**src/rtl/iic_oled_slave.sv**
```systemverilog
// Write-only IIC slave front end for an SSD1306-style OLED controller: address match,
// control byte D/C latch and payload byte delivery. Optional majority filter: IIC_SLAVE_GLITCH_FILTER_EN.
module iic_oled_slave #(
   parameter logic [7:0] SLAVE_ADDR = 8'h78
) (
   input  logic       clk,
   input  logic       rst,
   input  logic       scl_in,
   input  logic       sda_in,
   output logic       sda_oe,
   output logic       byte_valid,
   output logic [7:0] byte_data,
   output logic       byte_dc,
   output logic       busy,
   output logic       nack_err
);

   typedef enum logic [2:0] {
      StIdle, StAddr, StAddrAck, StCtrl, StCtrlAck, StData, StDataAck, StIgnore
   } state_e;

   logic [1:0] scl_sync_q, sda_sync_q;
   logic       scl_lvl, sda_lvl;
   logic       scl_prev_q, sda_prev_q;

   always_ff @(posedge clk) begin
      if (rst) begin
         scl_sync_q <= 2'b11;
         sda_sync_q <= 2'b11;
      end else begin
         scl_sync_q <= {scl_sync_q[0], scl_in};
         sda_sync_q <= {sda_sync_q[0], sda_in};
      end
   end

`ifdef IIC_SLAVE_GLITCH_FILTER_EN
   logic [1:0] scl_hist_q, sda_hist_q;
   logic       scl_filt_q, sda_filt_q;

   function automatic logic maj3(input logic [2:0] v);
      return (v[0] & v[1]) | (v[0] & v[2]) | (v[1] & v[2]);
   endfunction

   // Vote over the current synchronized sample and the two before it: +2 clk latency.
   always_ff @(posedge clk) begin
      if (rst) begin
         scl_hist_q <= 2'b11;
         sda_hist_q <= 2'b11;
         scl_filt_q <= 1'b1;
         sda_filt_q <= 1'b1;
      end else begin
         scl_hist_q <= {scl_hist_q[0], scl_sync_q[1]};
         sda_hist_q <= {sda_hist_q[0], sda_sync_q[1]};
         scl_filt_q <= maj3({scl_hist_q, scl_sync_q[1]});
         sda_filt_q <= maj3({sda_hist_q, sda_sync_q[1]});
      end
   end

   assign scl_lvl = scl_filt_q;
   assign sda_lvl = sda_filt_q;
`else
   assign scl_lvl = scl_sync_q[1];
   assign sda_lvl = sda_sync_q[1];
`endif

   logic scl_rise, scl_fall, start_det, stop_det;

   assign scl_rise  = scl_lvl & ~scl_prev_q;
   assign scl_fall  = ~scl_lvl & scl_prev_q;
   assign start_det = scl_lvl & scl_prev_q & sda_prev_q & ~sda_lvl;
   assign stop_det  = scl_lvl & scl_prev_q & ~sda_prev_q & sda_lvl;

   state_e     state_q, state_d;
   logic [2:0] bit_cnt_q, bit_cnt_d;
   logic [6:0] shift_q, shift_d;
   logic [7:0] byte_in;
   logic       dc_q, dc_d;
   logic       sda_oe_q, sda_oe_d;
   logic       byte_valid_q, byte_valid_d;
   logic [7:0] byte_data_q, byte_data_d;
   logic       byte_dc_q, byte_dc_d;
   logic       busy_q, busy_d;
   logic       nack_err_q, nack_err_d;

   assign byte_in = {shift_q, sda_lvl};

   always_comb begin
      state_d      = state_q;
      bit_cnt_d    = bit_cnt_q;
      shift_d      = shift_q;
      dc_d         = dc_q;
      sda_oe_d     = sda_oe_q;
      byte_valid_d = 1'b0;
      byte_data_d  = byte_data_q;
      byte_dc_d    = byte_dc_q;
      busy_d       = busy_q;
      nack_err_d   = 1'b0;

      // Bus conditions win over any bit edge seen on the same clk.
      if (stop_det) begin
         state_d   = StIdle;
         bit_cnt_d = 3'd0;
         shift_d   = 7'd0;
         sda_oe_d  = 1'b0;
         busy_d    = 1'b0;
      end else if (start_det) begin
         state_d   = StAddr;
         bit_cnt_d = 3'd0;
         shift_d   = 7'd0;
         sda_oe_d  = 1'b0;
      end else begin
         unique case (state_q)
            StAddr, StCtrl, StData: begin
               if (scl_rise) begin
                  shift_d   = byte_in[6:0];
                  bit_cnt_d = bit_cnt_q + 3'd1;
                  if (bit_cnt_q == 3'd7) begin
                     if (state_q == StAddr) begin
                        if (byte_in == SLAVE_ADDR) begin
                           state_d = StAddrAck;
                           busy_d  = 1'b1;
                        end else begin
                           state_d    = StIgnore;
                           busy_d     = 1'b0;
                           nack_err_d = 1'b1;
                        end
                     end else if (state_q == StCtrl) begin
                        dc_d    = byte_in[6];
                        state_d = StCtrlAck;
                     end else begin
                        byte_data_d  = byte_in;
                        byte_dc_d    = dc_q;
                        byte_valid_d = 1'b1;
                        state_d      = StDataAck;
                     end
                  end
               end
            end
            // First SCL fall drives ACK, second releases it and moves on.
            StAddrAck, StCtrlAck, StDataAck: begin
               if (scl_fall) begin
                  sda_oe_d = ~sda_oe_q;
                  if (sda_oe_q) begin
                     state_d = (state_q == StAddrAck) ? StCtrl : StData;
                  end
               end
            end
            StIdle, StIgnore: ;
         endcase
      end
   end

   always_ff @(posedge clk) begin
      if (rst) begin
         scl_prev_q   <= 1'b1;
         sda_prev_q   <= 1'b1;
         state_q      <= StIdle;
         bit_cnt_q    <= 3'd0;
         shift_q      <= 7'd0;
         dc_q         <= 1'b0;
         sda_oe_q     <= 1'b0;
         byte_valid_q <= 1'b0;
         byte_data_q  <= 8'h00;
         byte_dc_q    <= 1'b0;
         busy_q       <= 1'b0;
         nack_err_q   <= 1'b0;
      end else begin
         scl_prev_q   <= scl_lvl;
         sda_prev_q   <= sda_lvl;
         state_q      <= state_d;
         bit_cnt_q    <= bit_cnt_d;
         shift_q      <= shift_d;
         dc_q         <= dc_d;
         sda_oe_q     <= sda_oe_d;
         byte_valid_q <= byte_valid_d;
         byte_data_q  <= byte_data_d;
         byte_dc_q    <= byte_dc_d;
         busy_q       <= busy_d;
         nack_err_q   <= nack_err_d;
      end
   end

   assign sda_oe     = sda_oe_q;
   assign byte_valid = byte_valid_q;
   assign byte_data  = byte_data_q;
   assign byte_dc    = byte_dc_q;
   assign busy       = busy_q;
   assign nack_err   = nack_err_q;

endmodule
```
**config.mk**
```make
export PLATFORM = sky130hd
export DESIGN_NAME = iic_oled_slave
export DESIGN_NICKNAME = d
export VERILOG_FILES = /design/src/rtl/iic_oled_slave.sv
export SDC_FILE = /design/constraint.sdc
export NUM_CORES = 1
export LEC_CHECK = 0
export CAP_MARGIN = 20
export CORE_ASPECT_RATIO = 0.75
export CORE_MARGIN = 2
export CORE_UTILIZATION = 25
export DETAILED_ROUTE_END_ITERATION = 8
export DONT_BUFFER_PORTS = 1
export PLACE_DENSITY = 0.34
export SETUP_SLACK_MARGIN = 0.2
export SYNTH_ARGS = -nofsm -noshare
export SYNTH_HDL_FRONTEND = slang
export SYNTH_SLANG_ARGS = --single-unit
```
**constraint.sdc**
```tcl
create_clock -name clk -period 1.8 [get_ports clk]
set_input_delay 0.36 -clock clk [delete_from_list [all_inputs] [get_ports clk]]
set_output_delay 0.36 -clock clk [all_outputs]
set_load 0.05 [all_outputs]
```
# == Word-level counts from Yosys, hierarchy flattened ==
# Index checks and enable logic that the tools add are counted.
# totals
reg_bits,33
word_cells,79
out_inout_bits,13
input_bits,4
# op_classes
n_addsub,1
mux,13
eq_ne,16
n_reduce_logical,15
bitwise,19
# ops
op,n
$mux W3,7
$reduce_and A5 Y1,3
$reduce_and A7 Y1,2
$reduce_or A7 Y1,2
$eq A3 B3 Y1 const B,4
$ne A3 B3 Y1 const B,4
$not A1 Y1,12
$reduce_or A3 Y1,3
$eq A8 B7 Y1 const B,1
$ne A2 B2 Y1 const B,4
$and A1 B1 Y1,7
$eq A3 B2 Y1 const B,2
$pmux W3 S2,1
$mux W1,4
$reduce_and A2 Y1,2
$add A3 B1 Y3 const B,1
$eq A3 B1 Y1 const B,1
$reduce_bool A3 Y1,1
$mux W2,1
$reduce_bool A2 Y1,1
$reduce_or A2 Y1,1

# == Longest topological paths before layout ==
# depth
depth_word,7
mapped_depth,7
mapped_depth_nobuf,6

# == Worst setup path after synthesis ==
# Ideal clock, no wire load.
# synth_timing
kind,register to register
start,reg bit_cnt_q[0]
end,"reg byte_data_q[0], in the netlist byte_data[0]"
path_stages_with_launch,8
required_time_ps,1672
setup_ps,128
synth_period_minus_slack_ps,1500
arrival_ps,1372
slack_ps,300
n_path_buf,1
cell_sequence,dfxtp_1 > ha_1 > ha_1 > nand4b_1 > nor3_1 > buf_4 > mux2i_1 > nor2_1
# synth_between
elab_chain_len,2
# synth_lines
item,line,source
from (decl),74,"logic [2:0] bit_cnt_q, bit_cnt_d;"
from (signal assigned),171,bit_cnt_q <= bit_cnt_d;
$eq A3 B3 Y1,117,if (bit_cnt_q == 3'd7) begin
$reduce_and A7 Y1 (no line),n/a,
to (signal assigned),176,byte_data_q <= byte_data_d;
to (decl),80,"logic [7:0] byte_data_q, byte_data_d;"
# Every way passes these cells.
# A chain may end at the register's enable or synchronous reset.

# == Final worst setup path ==
# layout_timing
start,reg bit_cnt_q[1]
end,"reg byte_data_q[0], in the netlist byte_data[0]"
# The elaborated chain is that of the path after synthesis.

==> results by stage <==
Logic synthesis:
- The mapped netlist covers 1343 sq um.
- The biggest area consumer among synthesized cells is sky130_fd_sc_hd__dfxtp_1.
- The adder-cell share of the synthesized area is 0.01864.
- The total number of yosys warnings is 0.
- The number of nets in the synthesized netlist is 149.
- The share of the Yosys chip area taken by registers is 0.4921.
- The share of synthesized area in the top cell type comes to 0.4921.
- Counting flops and latches in the post-synthesis netlist gives 33.
- The mean instance size in the synthesized netlist is 9.388 sq um.
- The fraction of the mapped netlist area in compound gates was 0.08481.
- After synthesis, the share of cell area in mux cells is 0.08201.
- After synthesis, the largest family of logic cells by area is simple AND/OR/NAND/NOR gates.
- By area the synthesized netlist is led by sky130_fd_sc_hd__dfxtp_1, sky130_fd_sc_hd__mux2i_1, sky130_fd_sc_hd__a21oi_1.
- The XOR/XNOR share of the synthesized area is 0.01957.
- The number of different library cells in the post-synthesis netlist is 34.
- The gate count of the mapped netlist is 143.
- Of the total synthesized cell area, the portion taken by AND, OR, NAND and NOR gates is 0.2600.

GRT:
- Entering global routing, the biggest net connects 20 pins.
- The aggregate global-route resource usage is 0.1142.
- The number of global-route vias before repair was 979.
- The number of antenna violations at the first check in global routing is 0.
- The total overflow reported by the global router is 0.
- The first-pass GRT wire length is 4.926 mm.

Worst hold path:
- Counting instances, the worst hold path has a depth of 1.
- The startpoint identified for the worst hold timing path is rst.
- The worst hold path terminates at byte_data[4]$_SDFFE_PP0P_.
- The class of the most critical hold timing path is input port to register.

Power:
- Of the total power, the share spent switching nets is 0.2232.
- The internal portion of the total power is 1.025 mW.
- The clock share of power is 0.413.
- The share of total power in combinational logic is 0.024.
- VDD sags by at most 302.9 uV.
- Power spread over the standard cell area amounts to 821.3 nW/um^2.
- Of the total power, registers draw 0.564.
- The overall power of the completed layout is 1.320 mW.
- For this design the total switching power over the nets is 294.5 uW.
- The leakage power of the design is 0.5178 nW.

Placed design:
- Routability-driven placement finished with a final weighted congestion of 0.7173.
- Input and output buffers added on the ports amount to 0.
- Before CTS, the worst setup slack after placement is 0.1057 ns.
- The HPWL reported at the end of detailed placement is 1.896 mm.
- The cell count after placement is 215.

Cells and area:
- The share of cells above drive strength 1 is 0.2157.
- The core occupancy in the finished layout is 0.3051.
- The post-layout instance count excluding filler cells is 228.
- From synthesis to final layout, the design area changed by 19.66%.
- 0 antenna diodes ended up in the layout.
- The layout has 560 filler cells.
- The number of nets at the end of the flow is 158.

Floorplanning:
- The floorplan step defined a die boundary enclosing 5978 sq um.
- In this run the vertical extent of the chip is 67.47 microns.
- The initial utilization of the core area, before any placement, comes to 0.2549.
- The core region is 5266 sq um.
- The number of cell rows is 23.
- The die width is 88.62 microns.
- In this run the count of I/O pins placed on the die edge is 17.

STA:
- Once routing completed, OpenROAD measured the worst setup slack at 0.2257 ns.
- The final period demand of the worst path is 1.574 ns.
- The worst clock skew is 0.004635 ns.
- Derived from the worst setup path, the maximum achievable clock frequency is 635.2 MHz.
- The final critical-path share of the clock period is 0.8746.
- Setup violations remaining at the end of the flow were counted as 0.
- At the pin with the least slew margin, the transition time is 0.5198 ns.
- The number of max-slew violations in the final report came to 0.
- Setup repair after global routing could not meet its margin everywhere.
- The aggregate negative setup slack is 0 ns.
- The number of hold-slack violations in the final timing report came to 0.
- The worst-case headroom to the max-slew limit is 0.6530.

Route:
- For this run, design rule violations remaining after detail routing come to 0.
- The count of nets left with antenna violations once routing finished came out at 0.
- The final layout contains routed wiring with a total length of 2.937 mm.
- The first detailed-routing pass took 4 iterations.
- In the final routed layout, each cell accounts on average for 12.88 microns.
- The violation count after the first detailed-routing iteration is 41.
- The detailed-route vias per instance is 4.307.
- The number of vias after detailed routing is 982.

Clocking:
- The clock passes through at most 2 buffers.
- The number of hold buffers added after CTS was 0.
- The H-tree was split into 2 levels.
- The clock edge transition at the registers on the reported setup and hold paths is 0.07 ns.
- The root buffer cell is sky130_fd_sc_hd__clkbuf_8.
- The clock network latency to the later pin of the worst-skew pair is 0.28 ns.
- The tree built by TritonCTS fans out to 33 sinks.
- The clock tree from TritonCTS is yes.
- Buffers inserted during clock tree synthesis total 5.

Worst setup path:
- The worst setup path is captured at a register.
- Of all nets on the critical path, the largest fanout is 5.
- The end of the worst register-to-register path is byte_data[0]$_SDFFE_PP0P_.
- The startpoint of the most critical register-to-register path is bit_cnt_q[1]$_SDFFE_PP0P_.
- The worst setup path is of the register to register kind.
- The arrival time at the worst endpoint is 1.75 ns.
- For the worst flop-to-flop path, the logic depth is 7.
- Across all register-to-register paths, the minimum setup slack is 0.23 ns.
- The startpoint type of the worst setup path is a register.
- STA puts the critical path data required time at 1.98 ns.

Run status:
- The run finished with clean final reports.

Flow run:
- The number of violations of the max-capacitance limit is 0.
[synthesized netlist by cell type (all sizes together)]
library cell	count
a21oi	12
a41oi	1
and2	1
and3	1
and3b	1
and4	1
buf	6
clkbuf	3
dfxtp	33
ha	2
inv	2
mux2i	11
nand2	12
nand2b	2
nand3	11
nand4	1
nand4b	1
nand4bb	1
nor2	16
nor2b	2
nor3	3
nor3b	2
nor4	1
nor4b	2
o21bai	1
o221ai	3
o31ai	1
or2	6
or3b	1
xnor2	2
xor2	1
[cells by family after synthesis]
family                     Yosys count
xor gates and xnor gates             3
muxes                               11
AOI/OAI and AO/OA                   18
adders and majority gates            2
and+or+nand+nor                     65
DFF                                 33
buffers and inverters               11
[cell usage in the layout (no fill, tap or decap), drive strengths merged]
cell      count
nand4         1
inv           2
nand4b        1
and2          1
nand2b        2
o31ai         1
and3b         1
a41oi         1
clkbuf        7
dfxtp        33
mux2i        11
clkinvlp      1
nor2b         2
nor2         16
nor4          1
xor2          1
nand2        12
a21oi        12
or3b          1
ha            2
nor3          3
o21bai        1
nor4b         2
buf          11
nand3        11
o221ai        3
nor3b         2
xnor2         2
nand4bb       1
or2           6
and3          1
and4          1
[layer usage]
metal	routed length [microns]	global-route usage	up-vias
met3	133	0.04401	5
met4	36	0.04545	0
met5	0	0	-
met2	1215	0.1664	15
met1	1552	0.1520	452
li1	-	-	510
[stage by stage]
step / hold WS [ns] / area (sq um)
2_1_floorplan: 0.3895 / 1343
3_3_place_gp: 0.3920 / 1436
3_5_place_dp: 0.3983 / 1436
4_1_cts: 0.1328 / 1594
5_1_grt: 0.1229 / 1607
6_report: 0.1384 / 1607
[cell type report]
class / count / area (sq um) / area share
tap: 75 / 93.84 / 0.05841
clock buffer: 7 / 76.32 / 0.04751
timing repair buffer: 11 / 86.33 / 0.05374
sequential: 33 / 663.1 / 0.4128
multi-input combinational: 99 / 671.9 / 0.4182
inverter: 2 / 7.507 / 0.004673
clock inverter: 1 / 7.507 / 0.004673
[timing repair]
item,4_1_cts,5_1_grt
cloned,1,0
endpoints found under the setup margin,12,13
pin swaps,1,3
gates resized for setup,9,2
buffers inserted,4,0
[worst max-delay path, stage by stage, from the launching register on]
cell and delay (ns):
sky130_fd_sc_hd__dfxtp_2 0.36, sky130_fd_sc_hd__ha_4 0.15, sky130_fd_sc_hd__ha_4 0.12, sky130_fd_sc_hd__nand4b_1 0.17, sky130_fd_sc_hd__nor3_2 0.23, sky130_fd_sc_hd__buf_6 0.18
sky130_fd_sc_hd__mux2i_1 0.20, sky130_fd_sc_hd__nor2_1 0.06
[power groups by stage]
stage          Clock, mW  Combinational, mW  Sequential (mW)
2_1_floorplan          0             0.0318            0.756
3_3_place_gp           0             0.0313            0.761
3_5_place_dp           0             0.0315            0.760
4_1_cts            0.571             0.0318            0.743
5_1_grt            0.612             0.0348            0.745
6_report           0.544             0.0313            0.744
[how the worst max path moves through the flow]
stage,from,end,slack (ns)
floorplan,bit_cnt_q[0]$_SDFFE_PP0P_,byte_data[0]$_SDFFE_PP0P_,0.30
CTS,bit_cnt_q[0]$_SDFFE_PP0P_,byte_data[0]$_SDFFE_PP0P_,0.18
global placement,bit_cnt_q[0]$_SDFFE_PP0P_,byte_data[0]$_SDFFE_PP0P_,0.18
global route,bit_cnt_q[1]$_SDFFE_PP0P_,byte_data[6]$_SDFFE_PP0P_,0.13
finish,bit_cnt_q[1]$_SDFFE_PP0P_,byte_data[0]$_SDFFE_PP0P_,0.23
detailed placement,bit_cnt_q[0]$_SDFFE_PP0P_,byte_data[0]$_SDFFE_PP0P_,0.11
[flip-flops by register name (all words and copies together), names as in the netlist]
name and cells:
bit_cnt_q 3, busy 1, byte_data 8, byte_dc 1, byte_valid 1, dc_q 1
nack_err 1, scl_prev_q 1, scl_sync_q 2, sda_oe 1, sda_prev_q 1, sda_sync_q 2
shift_q 7, state_q 3
(Power assumes the default switching activity.)
